==> config.mk <==
export PLATFORM = sky130hd
export DESIGN_NAME = ni_flit_injector
export DESIGN_NICKNAME = d
export VERILOG_FILES = /design/src/rtl/ni_pkg.sv /design/src/rtl/ni_vc_credit_counter.sv /design/src/rtl/ni_flit_injector.sv
export SDC_FILE = /design/constraint.sdc
export NUM_CORES = 1
export LEC_CHECK = 0
export ABC_AREA = 1
export CORE_MARGIN = 1.5
export CORE_UTILIZATION = 40
export CTS_CLUSTER_SIZE = 20
export DETAILED_ROUTE_END_ITERATION = 8
export GPL_TIMING_DRIVEN = 0
export HOLD_SLACK_MARGIN = 0.1
export MAX_ROUTING_LAYER = met4
export PLACE_DENSITY_LB_ADDON = 0.3
export SETUP_SLACK_MARGIN = 0.05
export SYNTH_ARGS = -nofsm -noshare
export SYNTH_HDL_FRONTEND = slang
export SYNTH_SLANG_ARGS = --single-unit
==> constraint.sdc <==
create_clock -name clk -period 3.4 [get_ports clk]
set_input_delay 0.68 -clock clk [delete_from_list [all_inputs] [get_ports clk]]
set_output_delay 0.68 -clock clk [all_outputs]
set_load 0.05 [all_outputs]
==> src/rtl/ni_pkg.sv <==
// Shared definitions for the network-interface injection path.
// Latency: n/a (types, constants and constant functions only).
// Backpressure: n/a.
package ni_pkg;

    // Packet framing state of the injector.
    typedef enum logic [0:0] {
        IDLE = 1'b0,
        BODY = 1'b1
    } ni_state_e;

    // Flit layout, MSB first: hdr | tail | one-hot VC | payload.
    function automatic int flit_width(input int v, input int fpay);
        return 2 + v + fpay;
    endfunction

    function automatic int hdr_bit(input int v, input int fpay);
        return fpay + v + 1;
    endfunction

    function automatic int tail_bit(input int v, input int fpay);
        return fpay + v;
    endfunction

    function automatic int vc_lsb(input int fpay);
        return fpay;
    endfunction

endpackage

==> src/rtl/ni_vc_credit_counter.sv <==
// Per-VC downstream credit counter: starts full, -1 per flit sent, +1 per credit returned.
// Latency: a credit or send in cycle n is reflected in has_credit in cycle n+1.
// Backpressure: has_credit low stalls new flits on this VC; returns at full saturate and flag ovf.
module ni_vc_credit_counter
    import ni_pkg::*;
#(
    parameter int B = 4
) (
    input  logic clk,
    input  logic reset,
    input  logic inc,
    input  logic dec,
    output logic has_credit,
    output logic ovf
);

    localparam int CW = (B < 1) ? 1 : $clog2(B + 1);
    localparam logic [CW-1:0] CMAX = CW'(B);

    logic [CW-1:0] count;

    // A send and a return in the same cycle cancel; a lone return at full saturates.
    always_ff @(posedge clk or posedge reset) begin
        if (reset) begin
            count <= CMAX;
        end else if (inc && !dec) begin
            if (count != CMAX) begin
                count <= count + 1'b1;
            end
        end else if (dec && !inc) begin
            count <= count - 1'b1;
        end
    end

    assign has_credit = (count != '0);
    assign ovf        = inc & ~dec & (count == CMAX);

endmodule

==> src/rtl/ni_flit_injector.sv <==
// Segments core packet words into router flits, picks a VC per packet round-robin, tracks credits.
// Latency: one cycle, a word accepted in cycle n appears on flit_out with flit_out_we in cycle n+1.
// Backpressure: in_ready drops when no VC (header) or the locked VC (body) has credit.
// Optional NI_INJ_STATS_EN: enables the packet/flit statistics counters (ports tie to 0 otherwise).
module ni_flit_injector
    import ni_pkg::*;
#(
    parameter int V            = 4,
    parameter int B            = 4,
    parameter int Fpay         = 32,
    parameter int MIN_PCK_SIZE = 2,
    localparam int Fw          = 2 + V + Fpay
) (
    input  logic            clk,
    input  logic            reset,
    input  logic            in_valid,
    output logic            in_ready,
    input  logic [Fpay-1:0] in_data,
    input  logic            in_last,
    output logic [Fw-1:0]   flit_out,
    output logic            flit_out_we,
    input  logic [V-1:0]    credit_in,
    output logic            err_credit_ovf,
    output logic            err_short_pck,
    output logic [31:0]     stat_pck_cnt,
    output logic [31:0]     stat_flit_cnt
);

    localparam int VW       = (V > 1) ? $clog2(V) : 1;
    localparam int LW       = (MIN_PCK_SIZE > 1) ? $clog2(MIN_PCK_SIZE + 1) : 1;
    localparam int HDR_POS  = hdr_bit(V, Fpay);
    localparam int TAIL_POS = tail_bit(V, Fpay);
    localparam int VC_POS   = vc_lsb(Fpay);
    localparam logic [LW-1:0] LEN_SAT = LW'(MIN_PCK_SIZE);

    ni_state_e       state;
    logic [VW-1:0]   cur_vc;
    logic [VW-1:0]   rr_ptr;
    logic [VW-1:0]   pick_idx;
    logic [VW-1:0]   sel_vc;
    logic [LW-1:0]   pck_len;
    logic [V-1:0]    has_credit;
    logic [V-1:0]    ovf_vec;
    logic [V-1:0]    dec_vec;
    logic [V-1:0]    vc_onehot;
    logic [Fw-1:0]   flit_nxt;
    logic            fire;
    logic            short_now;

    // Candidate VC at round-robin offset k from the priority pointer.
    function automatic logic [VW-1:0] rr_cand(input logic [VW-1:0] ptr, input int k);
        int s;
        s = (int'(ptr) + k) % V;
        return VW'(s);
    endfunction

    // One credit counter per VC; sends decrement the VC the flit was written to.
    for (genvar i = 0; i < V; i++) begin : g_vc
        ni_vc_credit_counter #(
            .B(B)
        ) u_cnt (
            .clk        (clk),
            .reset      (reset),
            .inc        (credit_in[i]),
            .dec        (dec_vec[i]),
            .has_credit (has_credit[i]),
            .ovf        (ovf_vec[i])
        );
    end

    // Round-robin pick: scan from the far end so the nearest eligible VC wins.
    always_comb begin
        pick_idx = '0;
        for (int k = V - 1; k >= 0; k--) begin
            if (has_credit[rr_cand(rr_ptr, k)]) begin
                pick_idx = rr_cand(rr_ptr, k);
            end
        end
    end

    // Readiness depends only on state and credits so the core never sees a valid->ready loop.
    always_comb begin
        if (state == IDLE) begin
            in_ready = |has_credit;
        end else begin
            in_ready = has_credit[cur_vc];
        end
    end

    assign fire   = in_valid & in_ready;
    assign sel_vc = (state == IDLE) ? pick_idx : cur_vc;

    // Credit consumption on the VC carrying this flit.
    always_comb begin
        dec_vec = '0;
        if (fire) begin
            dec_vec[sel_vc] = 1'b1;
        end
    end

    // Flit assembly: header flag follows the framing state, tail follows in_last.
    always_comb begin
        vc_onehot                   = V'(1) << sel_vc;
        flit_nxt                    = '0;
        flit_nxt[HDR_POS]           = (state == IDLE);
        flit_nxt[TAIL_POS]          = in_last;
        flit_nxt[VC_POS +: V]       = vc_onehot;
        flit_nxt[Fpay-1:0]          = in_data;
    end

    // Length of the packet including the word being accepted now, compared to the minimum.
    always_comb begin
        if (state == IDLE) begin
            short_now = (MIN_PCK_SIZE > 1);
        end else begin
            short_now = (int'(pck_len) + 1 < MIN_PCK_SIZE);
        end
    end

    // Framing FSM with VC lock, RR pointer, length tracking and the registered flit output.
    always_ff @(posedge clk or posedge reset) begin
        if (reset) begin
            state       <= IDLE;
            cur_vc      <= '0;
            rr_ptr      <= '0;
            pck_len     <= '0;
            flit_out    <= '0;
            flit_out_we <= 1'b0;
        end else begin
            flit_out_we <= fire;
            if (fire) begin
                flit_out <= flit_nxt;
                if (state == IDLE) begin
                    cur_vc  <= pick_idx;
                    rr_ptr  <= (pick_idx == VW'(V - 1)) ? '0 : pick_idx + 1'b1;
                    pck_len <= LW'(1);
                    state   <= in_last ? IDLE : BODY;
                end else begin
                    if (pck_len != LEN_SAT) begin
                        pck_len <= pck_len + 1'b1;
                    end
                    if (in_last) begin
                        state <= IDLE;
                    end
                end
            end
        end
    end

    // Sticky error flags; cleared only by reset.
    always_ff @(posedge clk or posedge reset) begin
        if (reset) begin
            err_credit_ovf <= 1'b0;
            err_short_pck  <= 1'b0;
        end else begin
            err_credit_ovf <= err_credit_ovf | (|ovf_vec);
            err_short_pck  <= err_short_pck | (fire & in_last & short_now);
        end
    end

`ifdef NI_INJ_STATS_EN
    logic [31:0] pck_cnt_q;
    logic [31:0] flit_cnt_q;

    // Wrap-around counters advanced at acceptance, so they line up with flit_out_we.
    always_ff @(posedge clk or posedge reset) begin
        if (reset) begin
            pck_cnt_q  <= '0;
            flit_cnt_q <= '0;
        end else if (fire) begin
            flit_cnt_q <= flit_cnt_q + 32'd1;
            if (in_last) begin
                pck_cnt_q <= pck_cnt_q + 32'd1;
            end
        end
    end

    assign stat_pck_cnt  = pck_cnt_q;
    assign stat_flit_cnt = flit_cnt_q;
`else
    assign stat_pck_cnt  = '0;
    assign stat_flit_cnt = '0;
`endif

endmodule
==> results.yml <==
sta:
  max_freq_ghz: 0.3306
  rsz0062_at_grt: "false"
  slew_violations: 0
  whs_ns: 0.4673
  slew-limit-headroom_pct: 59.53
  tightest_slew_ns: 0.6062
  hold_violations: 0
  layout_setup_ws_ns: 0.3751
  finClkSkew_ns: 0.01285
  setup_tns_ns: 0
  finalCriticalPeriod_ns: 3.025
  setup_violations: 0
  final.period_utilization_pct: 88.97
global_route:
  grt_max_degree: 34
  grt_pass1_wl_mm: 12.86
  overflow: 0
  grt_util_met3_pct: 6.115
  first_global_vias: 2853
  grt_use_total_pct: 17.16
  use_met1_pct: 20.34
  busiest_layer: "met2"
  grt_use_met2_pct: 27.92
  antenna_found_initial: 0
clock_tree:
  cts_tree: "built"
  ctsResizeCount: 0
  holdBufCountCts: 0
  cts_setup_buffers: 0
  numCtsBuffers: 9
  clock_path_buffers: 2
  cts-root-buf: "clkbuf_8"
  clock_latency_ns: 0.34
  clkSinkCount: 60
  h-tree-depth: 3
  clkTransAtPathRegs_ns: 0.07
yosys:
  avgSynthCellArea_um2: 8.046
  ys_ff_latch: 60
  syn_area_mm2: 0.003548
  synth_edf_count: 0
  synth.distinct_cells: 36
  syn_inst: 441
  synth-seq-area-share_pct: 42.45
  ys_warn_count: 0
  synth-main-ff-cell: "dfrtp_1"
  async_flop_share_pct: 100.0
floorplanning:
  die_h_um: 97.19
  die-area_mm2: 0.009445
  pin_count: 146
  initial_utilization_pct: 40.89
  core_mm2: 0.008678
  die_x_um: 97.19
  rows: 34
setup_path:
  r2r_end: "g_vc[3].u_cnt.count[2]$_DFFE_PP1P_"
  worstPathArrival_ns: 2.34
  r2r_cells: 17
  endpoint_kind: "output port"
  worstSetupPathType: "reg -> out"
  worst_setup_path_start_kind: "flip-flop"
  r2r-start: "g_vc[3].u_cnt.count[0]$_DFFE_PP0P_"
  ff2ff_setup_slack_ns: 0.97
  cp.required_ns: 2.72
  critical_path.max_fanout: 4
outcome:
  outcome: "finished, final reports clean"
routing:
  vias_per_cell: 4.213
  vias: 2991
  remaining_drc_errors: 0
  drtPass1Iterations: 5
  wl_per_cell_um: 10.83
  drt-total-wl_mm: 7.689
  drtIter0Drc: 136
  antenna_left: 0
power_and_ir_drop:
  internal_power_mw: 2.278
  sw_frac_of_total_pct: 51.13
  p_per_area_mw_per_mm2: 941.9
  ir_drop_mv: 0.5768
  pwr-share-seq_pct: 26.9
  p_sw_mw: 2.384
  p_clk_share_pct: 13.9
  combPwrFrac_pct: 59.3
  leakagePower_nw: 2.691
placed_design:
  dpl-instance-area_mm2: 0.004751
  portBuffers: 81
  dp_hpwl_mm: 5.987
  gp_congestion: 0.8909
  place_ws_ns: 0.7451
worst_hold_path:
  min_path_cells: 2
  hp-class: "reg -> reg"
  holdCritStartpoint: "g_vc[3].u_cnt.count[2]$_DFFE_PP1P_"
  worst_hold_path.endpoint: "g_vc[3].u_cnt.count[2]$_DFFE_PP1P_"
finish:
  final_common_cell: "nand2_1"
  antenna_cells: 0
  layout_common_cells: "nand2_1 (172), clkdlybuf4s50_1 (81), buf_4 (64), conb_1 (64), dfrtp_1 (56)"
  final_util_pct: 57.04
  syn_to_final_growth_pct: 39.49
  final_cell_area_mm2: 0.004950
  drive_above_1_share_pct: 20.43
  nets: 643
job:
  drv_cap: 0
## state kept, by name, summed over array words and instances (netlist names)
signal / count
g_vc.u_cnt.count: 12
flit_out_we: 1
rr_ptr: 2
err_credit_ovf: 1
pck_len: 2
cur_vc: 2
state: 1
err_short_pck: 1
flit_out: 38
## power by group through the flow
stage / Clock (mW) / Sequential, mW / Combinational, mW
global route: 0.689 / 1.29 / 3.02
global placement: 0 / 1.25 / 2.71
finish: 0.646 / 1.25 / 2.76
detailed placement: 0 / 1.26 / 2.78
CTS: 0.664 / 1.25 / 2.79
floorplan: 0 / 1.86 / 1.42
## kinds of logic (layout without fill, tap and decap cells)
| logic type | after synthesis | count (layout) | synth area share (%) |
|---|---|---|---|
| AND/OR/NAND/NOR | 249 | 249 | 32.26 |
| buffers and inverters | 106 | 204 | 18.83 |
| flip-flops | 60 | 60 | 42.45 |
| AO/OA/AOI/OAI | 15 | 15 | 2.398 |
| adder cells (fa/ha/maj) | 6 | 6 | 2.962 |
| XOR/XNOR | 4 | 4 | 0.9872 |
| other | 1 | 64 | 0.1057 |
## metrics by stage
| stage | power [mW] | std cells |
|---|---|---|
| 2_1_floorplan | 3.285 | 504 |
| 3_3_place_gp | 3.963 | 693 |
| 3_5_place_dp | 4.039 | 694 |
| 4_1_cts | 4.705 | 710 |
| 5_1_grt | 5.008 | 710 |
| 6_report | 4.662 | 710 |
## Yosys cell counts, types with 2 or more instances
master    number  share of area (%)
o21bai_1       2               0.42
buf_6          2               0.63
nand3b_1       2               0.42
inv_1         30                3.2
buf_4         64                 14
fa_1           4                2.3
dfrtp_1       56                 39
a21oi_1        2               0.28
o21ai_1        4               0.56
nand2_1      172                 18
ha_1           2               0.71
nand3_1       29                4.1
o21ai_0        4               0.56
nand2_2        8                1.4
xor2_1         4               0.99
nor2_2         3               0.53
nand2_4        3               0.95
nor2_1        12                1.3
buf_2          6               0.85
nand4_1        6                1.1
nand3_2        7                2.0
nor2_4         2               0.63
dfstp_2        4                3.0
## metal layers
metal,vias up,wire (um)
li1,1550,-
met1,1331,3317
met2,103,3687
met3,7,627
met4,0,56
met5,-,0
## worst max path at each step
stage	endpoint	cells past startpoint	slack, ns	from
final	in_ready	7	0.38	g_vc[0].u_cnt.count[2]$_DFFE_PP1P_
after detailed placement	in_ready	7	0.75	g_vc[0].u_cnt.count[2]$_DFFE_PP1P_
after floorplan	g_vc[0].u_cnt.count[1]$_DFFE_PP0P_	13	1.11	g_vc[0].u_cnt.count[2]$_DFFE_PP1P_
after global routing	in_ready	7	0.26	g_vc[0].u_cnt.count[2]$_DFFE_PP1P_
after global placement	g_vc[2].u_cnt.count[1]$_DFFE_PP0P_	2	0.12	reset
after CTS	in_ready	7	0.36	g_vc[0].u_cnt.count[2]$_DFFE_PP1P_
## layout make-up
cell class	count	area, um^2
fillers	795	3729
multi-input cells	338	1610
flip-flops and latches	60	1506
repair buffers	82	830.8
plain buffers	73	536.8
well taps	108	135.1
inverters	33	131.4
clock buffers	9	123.9
clock inverters	7	75.07
## critical path, cell delays in order, from the launching register on
cell	delay, ns
dfstp_2	0.55
inv_1	0.08
nand2_1	0.11
o21ai_0	0.08
nand2_1	0.07
nand2_1	0.08
nor2_4	0.20
clkdlybuf4s50_1	0.84
Note: power is estimated with default switching activity, not from simulation.
